==> config.mk <==
export PLATFORM = sky130hd
export DESIGN_NAME = int_fp_div
export DESIGN_NICKNAME = d
export VERILOG_FILES = /design/src/rtl/int_fp_div_pkg.sv /design/src/rtl/int_fp_div_step.sv /design/src/rtl/int_fp_div.sv
export SDC_FILE = /design/constraint.sdc
export NUM_CORES = 1
export LEC_CHECK = 0
export ABC_AREA = 1
export CAP_MARGIN = 25
export CORE_MARGIN = 3
export CORE_UTILIZATION = 45
export DETAILED_ROUTE_END_ITERATION = 8
export PLACE_DENSITY = 0.68
export SLEW_MARGIN = 5
export SYNTH_ARGS = -nofsm -noshare
export SYNTH_HDL_FRONTEND = slang
export SYNTH_HIERARCHICAL = 1
export SYNTH_SLANG_ARGS = --single-unit
==> constraint.sdc <==
create_clock -name clk -period 1.9 [get_ports clk]
set_input_delay 0.57 -clock clk [delete_from_list [all_inputs] [get_ports clk]]
set_output_delay 0.57 -clock clk [all_outputs]
set_load 0.005 [all_outputs]
==> src/rtl/int_fp_div_pkg.sv <==
// Shared types and constants for the int8 / fp16 divider.
package int_fp_div_pkg;

  typedef enum logic [2:0] {
    StIdle,
    StSetup,
    StDiv,
    StNorm,
    StDone
  } state_e;

  localparam int unsigned FP16_BIAS    = 15;
  localparam int unsigned FP16_EXP_MAX = 31;
  localparam int unsigned ITER_INT     = 8;
  localparam int unsigned ITER_FP      = 12;
  localparam logic [14:0] FP16_INF_MAG = 15'h7C00;

  // Partial remainder / divisor width shared by both modes.
  localparam int unsigned DIV_W = 12;

endpackage

==> src/rtl/int_fp_div_step.sv <==
// One restoring-division step: shift in a dividend bit, subtract if it fits.
module restoring_div_step #(
  parameter int unsigned W = 12
) (
  input  logic [W-1:0] rem_in,
  input  logic [W-1:0] divisor,
  input  logic         next_bit,
  output logic [W-1:0] rem_out,
  output logic         q_bit
);

  logic [W:0]   shifted;
  logic [W-1:0] trial;

  always_comb begin
    shifted = {rem_in, next_bit};
    q_bit   = (shifted >= {1'b0, divisor});
    // Modular low bits are exact whenever the subtraction is taken.
    trial   = shifted[W-1:0] - divisor;
    rem_out = q_bit ? trial : shifted[W-1:0];
  end

endmodule

==> src/rtl/int_fp_div.sv <==
// Multi-cycle int8 / fp16 divider built around a single reused restoring step.
module int_fp_div
  import int_fp_div_pkg::*;
(
  input  logic        clk,
  input  logic        rst_n,
  input  logic        mode,
  input  logic [15:0] a,
  input  logic [15:0] b,
  input  logic        in_valid,
  output logic        in_ready,
  output logic [15:0] c,
  output logic [15:0] rem,
  output logic        error,
  output logic        out_valid,
  input  logic        out_ready
);

  localparam logic signed [6:0] Bias   = 7'(FP16_BIAS);
  localparam logic signed [6:0] ExpMax = 7'(FP16_EXP_MAX);

  state_e state_q, state_d;

  logic              mode_q;
  logic [15:0]       a_q, b_q;
  logic [3:0]        iter_q;
  logic [DIV_W-1:0]  prem_q, dvd_q, dsor_q, quo_q;
  logic              sign_q, zero_a_q, zero_b_q;
  logic signed [6:0] exp_q;
  logic [15:0]       c_q, rem_out_q;
  logic              error_q, out_valid_q;

  logic              accept, last_iter;
  logic [DIV_W-1:0]  step_rem;
  logic              step_q;
  logic [7:0]        mag_a, mag_b;
  logic signed [6:0] exp_setup, exp_f;
  logic [8:0]        q_s, r_s;
  logic [9:0]        mant;
  logic [15:0]       norm_c, norm_rem;
  logic              norm_err;

  assign in_ready  = (state_q == StIdle);
  assign accept    = in_valid && in_ready;
  assign last_iter = iter_q == (mode_q ? 4'(ITER_FP - 1) : 4'(ITER_INT - 1));

  assign c         = c_q;
  assign rem       = rem_out_q;
  assign error     = error_q;
  assign out_valid = out_valid_q;

  restoring_div_step #(
    .W(DIV_W)
  ) u_step (
    .rem_in  (prem_q),
    .divisor (dsor_q),
    .next_bit(dvd_q[DIV_W-1]),
    .rem_out (step_rem),
    .q_bit   (step_q)
  );

  always_comb begin
    state_d = state_q;
    case (state_q)
      StIdle:  if (in_valid) state_d = StSetup;
      StSetup: state_d = StDiv;
      StDiv:   if (last_iter) state_d = StNorm;
      StNorm:  state_d = StDone;
      StDone:  if (out_ready) state_d = StIdle;
      default: state_d = StIdle;
    endcase
  end

  always_ff @(posedge clk or negedge rst_n) begin
    if (!rst_n) state_q <= StIdle;
    else        state_q <= state_d;
  end

  always_comb begin
    mag_a     = a_q[7] ? (~a_q[7:0] + 8'd1) : a_q[7:0];
    mag_b     = b_q[7] ? (~b_q[7:0] + 8'd1) : b_q[7:0];
    exp_setup = $signed({2'b00, a_q[14:10]}) - $signed({2'b00, b_q[14:10]}) + Bias;
  end

  // Result formatting from the finished quotient/remainder.
  always_comb begin
    norm_c   = '0;
    norm_rem = '0;
    norm_err = 1'b0;
    q_s      = sign_q ? (~{1'b0, quo_q[7:0]} + 9'd1) : {1'b0, quo_q[7:0]};
    r_s      = a_q[7] ? (~{1'b0, prem_q[7:0]} + 9'd1) : {1'b0, prem_q[7:0]};
    mant     = quo_q[11] ? quo_q[10:1] : quo_q[9:0];
    exp_f    = quo_q[11] ? exp_q : exp_q - 7'sd1;
    if (!mode_q) begin
      if (zero_b_q) begin
        norm_err = 1'b1;
      end else begin
        norm_c   = {{7{q_s[8]}}, q_s};
        norm_rem = {{7{r_s[8]}}, r_s};
      end
    end else if (zero_b_q) begin
      norm_c   = {sign_q, FP16_INF_MAG};
      norm_err = 1'b1;
    end else if (zero_a_q) begin
      norm_c   = {sign_q, 15'b0};
    end else if (exp_f >= ExpMax) begin
      norm_c   = {sign_q, FP16_INF_MAG};
      norm_err = 1'b1;
    end else if (exp_f <= 7'sd0) begin
      norm_c   = {sign_q, 15'b0};
      norm_err = 1'b1;
    end else begin
      norm_c   = {sign_q, exp_f[4:0], mant};
    end
  end

  always_ff @(posedge clk or negedge rst_n) begin
    if (!rst_n) begin
      mode_q      <= 1'b0;
      a_q         <= '0;
      b_q         <= '0;
      iter_q      <= '0;
      prem_q      <= '0;
      dvd_q       <= '0;
      dsor_q      <= '0;
      quo_q       <= '0;
      sign_q      <= 1'b0;
      zero_a_q    <= 1'b0;
      zero_b_q    <= 1'b0;
      exp_q       <= '0;
      c_q         <= '0;
      rem_out_q   <= '0;
      error_q     <= 1'b0;
      out_valid_q <= 1'b0;
    end else begin
      case (state_q)
        StIdle: begin
          if (accept) begin
            mode_q <= mode;
            a_q    <= a;
            b_q    <= b;
          end
        end
        StSetup: begin
          iter_q <= '0;
          quo_q  <= '0;
          if (mode_q) begin
            // ma >> 1 is always below mb, so the upper quotient bits are known zero.
            prem_q   <= {2'b00, 1'b1, a_q[9:1]};
            dvd_q    <= {a_q[0], 11'b0};
            dsor_q   <= {1'b0, 1'b1, b_q[9:0]};
            sign_q   <= a_q[15] ^ b_q[15];
            zero_a_q <= (a_q[14:0] == 15'd0);
            zero_b_q <= (b_q[14:0] == 15'd0);
            exp_q    <= exp_setup;
          end else begin
            prem_q   <= '0;
            dvd_q    <= {mag_a, 4'b0};
            dsor_q   <= {4'b0, mag_b};
            sign_q   <= a_q[7] ^ b_q[7];
            zero_a_q <= 1'b0;
            zero_b_q <= (b_q[7:0] == 8'd0);
            exp_q    <= '0;
          end
        end
        StDiv: begin
          prem_q <= step_rem;
          dvd_q  <= {dvd_q[DIV_W-2:0], 1'b0};
          quo_q  <= {quo_q[DIV_W-2:0], step_q};
          iter_q <= iter_q + 4'd1;
        end
        StNorm: begin
          c_q         <= norm_c;
          rem_out_q   <= norm_rem;
          error_q     <= norm_err;
          out_valid_q <= 1'b1;
        end
        StDone: begin
          if (out_ready) out_valid_q <= 1'b0;
        end
        default: ;
      endcase
    end
  end

endmodule

==> results.py <==
metrics = {
    "status": {
        "status": "finished, violations left",
        "violations": "negative setup slack",
    },
    "grt": {
        "antenna_found_initial": 0,
        "grt_first_pass_wirelength_mm": 31.57,
        "grt_usage_pct": 22.63,
        "grt-ovfl-total": 0,
        "grt_max_degree": 54,
        "grt_pass1_vias": 6350,
    },
    "critical_path": {
        "crit_required_ns": 2.24,
        "r2r_start": "dsor_q[0]",
        "crit_path_end_kind": "register",
        "crit_type": "reg2reg",
        "cp_cell_sequence": "ha_2 -> fa_2 -> inv_2 -> nand3_2 -> nand3_2 -> nand2_1 -> nand2_2 -> xor2_2 -> nand2_2 -> nand2_1 -> o21ai_1 -> o21ai_2",
        "critical_path_arrival_ns": 2.35,
        "r2r-end": "prem_q[6]",
        "critical_path_buf_inv_count": 1,
        "slowest_stage": "dfrtp_1",
        "critPathMaxStageDelay_ns": 0.41,
        "rr_worst_depth": 12,
        "reg2reg_slack_ns": -0.10,
        "path_depth": 12,
        "critPathTopFamily": "adder cells",
        "cp_max_fo": 3,
        "worstSetupStartpointType": "register",
    },
    "synth": {
        "synthesis.nets": 973,
        "synth_edf_count": 0,
        "synth_cell_types": 46,
        "async_reset_ff_share_pct": 100.0,
        "synth-main-ff-cell": "dfrtp_1",
        "syn_area_um2": 7072,
        "seq_area_frac_synth_pct": 42.46,
        "synth_warnings": 6,
        "synth_commonest_cells": "nand2_1 (195), dfrtp_1 (120), inv_1 (119), nor2_1 (88), a21oi_1 (65)",
        "synth.avg_cell_area_um2": 7.771,
        "synth.top_cell.area_share_pct": 42.46,
        "synth_seq_cells": 120,
        "yosysTopAreaCell": "dfrtp_1",
        "synth_cells": 910,
        "synthTopCellsByArea": "dfrtp_1 (42%), nand2_1 (10%), inv_1 (6.3%), nor2_1 (4.7%), a21oi_1 (4.6%)",
        "yosysMostFrequentCell": "nand2_1",
    },
    "finish": {
        "nFillCells": 1283,
        "areaGrowthSynthToFinish_pct": 40.18,
        "nNetsFinal": 1139,
        "antennaDiodeCount": 0,
        "fin_area_um2": 9913,
        "layout-drive-gt1-share_pct": 26.26,
        "final_util_pct": 64.73,
    },
    "clock_tree": {
        "clk_pin_slew_ns": 0.06,
        "cts_max_level": 4,
        "clockBufferDepth": 2,
        "cts_buffers": 17,
        "cts_tree": "yes",
        "clockRootBuffer": "clkbuf_16",
        "clock_latency_ns": 0.43,
        "clock_sinks": 120,
    },
    "power_and_ir_drop": {
        "powerDensity_nw_per_um2": 2230,
        "sw_frac_of_total_pct": 43.27,
        "internal_power_mw": 12.54,
        "p_leak_nw": 4.757,
        "comb_power_share_pct": 62.5,
        "p_clk_share_pct": 16.8,
        "p_seq_share_pct": 20.7,
        "vdd_drop_max_mv": 1.030,
        "netSwitchingPower_mw": 9.564,
    },
    "place": {
        "post_dp_cell_area_um2": 8687,
        "port_buffers": 71,
        "place.gp.congestion": 0.8800,
        "dp_hpwl_mm": 13.77,
    },
    "floorplanning": {
        "start_util_pct": 46.18,
        "die_area_um2": 17260,
        "row_count": 45,
        "io_pins": 72,
        "die_height_um": 131.4,
        "die_w_um": 131.4,
        "core_area_um2": 15310,
    },
    "route": {
        "vias": 6899,
        "postRouteWirelength_mm": 19.85,
        "initialDrtViolationCount": 497,
        "ant_nets": 0,
        "drc": 0,
        "first_pass_iters": 5,
        "routedWlPerCell_um": 15.27,
        "vias_per_cell": 5.307,
    },
    "min_path": {
        "min_path_type": "in2async",
    },
    "timing": {
        "period_minus_slack_ns": 2.002,
        "skew_ns": 0.007179,
        "max_freq_mhz": 499.5,
        "hold_violations": 0,
        "drv_slew": 0,
        "layout_setup_ws_ns": -0.1019,
        "rsz0062_at_grt": "yes",
        "timing.hold.ws_ns": 0.07555,
        "tightest_slew_ns": 0.5617,
        "period_share_pct": 105.4,
        "setup_violations": 8,
        "slew_headroom_pct": 62.21,
    },
    "run": {
        "cap_violations": 0,
    },
}
## layout by cell type, fill, tap and decap left out, types with 19 or more instances in the layout
cell type        instances
buf_4                  100
a21oi_1                 58
dfrtp_1                113
nand2_1                176
inv_1                  100
nor2_1                  79
clkdlybuf4s50_1         58
nand2_2                 24
nand4_1                 21
nand3_1                 39
inv_2                   21
o22ai_1                 19
o21ai_0                 47
## kinds of logic after synthesis
| logic type | share of synthesized area, % |
|---|---|
| AND/OR/NAND/NOR | 24.31 |
| XOR/XNOR | 3.202 |
| adder cells (fa/ha/maj) | 4.813 |
| flip-flops | 42.46 |
| buffers and inverters | 9.289 |
| multiplexers | 1.115 |
| other | 0.05303 |
| AO/OA/AOI/OAI | 14.76 |
## stage by stage
| stage | TNS (ns) | setup WS [ns] | std cells | total power, mW |
|---|---|---|---|---|
| 3_5_place_dp | -1.289 | -0.3895 | 1246 | 16.22 |
| 3_3_place_gp | -0.9121 | -0.4238 | 1246 | 16.04 |
| 2_1_floorplan | -0.04712 | -0.04712 | 910 | 11.88 |
| 4_1_cts | -0.5309 | -0.1345 | 1291 | 20.64 |
| 5_1_grt | -2.605 | -0.1970 | 1300 | 23.79 |
| 6_report | -0.3343 | -0.1019 | 1300 | 22.10 |
## registers in the layout (all words and copies together) (netlist names), 3 cells and up
register  flops
dsor_q       11
exp_q         7
state_q       3
b_q          16
a_q          16
dvd_q         8
rem           9
c            16
quo_q        12
iter_q        4
prem_q       12
## power by group through the flow
stage	combinational, mW	clock, mW	sequential, mW
floorplan	7.49	0	4.39
global placement	11.5	0	4.50
detailed placement	11.7	0	4.54
CTS	12.4	3.74	4.53
global route	15.2	3.87	4.71
finish	13.8	3.71	4.57
## how the worst max path moves through the flow
stage                     slack (ns)        end       from
after floorplan                -0.05  prem_q[9]  prem_q[7]
after global placement         -0.42  prem_q[6]  dsor_q[0]
after detailed placement       -0.39  prem_q[6]  dsor_q[0]
after CTS                      -0.13  prem_q[6]  dsor_q[0]
after global routing           -0.20  prem_q[6]  dsor_q[0]
final                          -0.10  prem_q[6]  dsor_q[0]
## repair_timing
item                                   in CTS  in global routing
setup buffers                              13                  9
pin swaps                                  13                 33
setup endpoints to repair                  24                 36
gates cloned                                0                  1
endpoints found under the hold margin       0                  0
resized for setup                          48                 90
hold buffers                                0                  0
## routing by layer
metal	routed length, um	up-vias	global-route usage, %
li1	-	3346	-
met1	8949	3295	31.26
met2	9443	223	36.15
met3	1112	35	4.594
met4	340	0	6.884
met5	0	-	0
## cell type report
class	count	area (um^2)	area share (%)
Multi-Input combinational cell	632	3857	38.91
Timing Repair Buffer	182	1639	16.53
Clock inverter	13	224.0	2.259
Sequential cell	120	3012	30.38
Inverter	123	464.2	4.683
Tap cell	211	264.0	2.663
Clock buffer	19	452.9	4.569
Power figures use the tool's default switching activity.
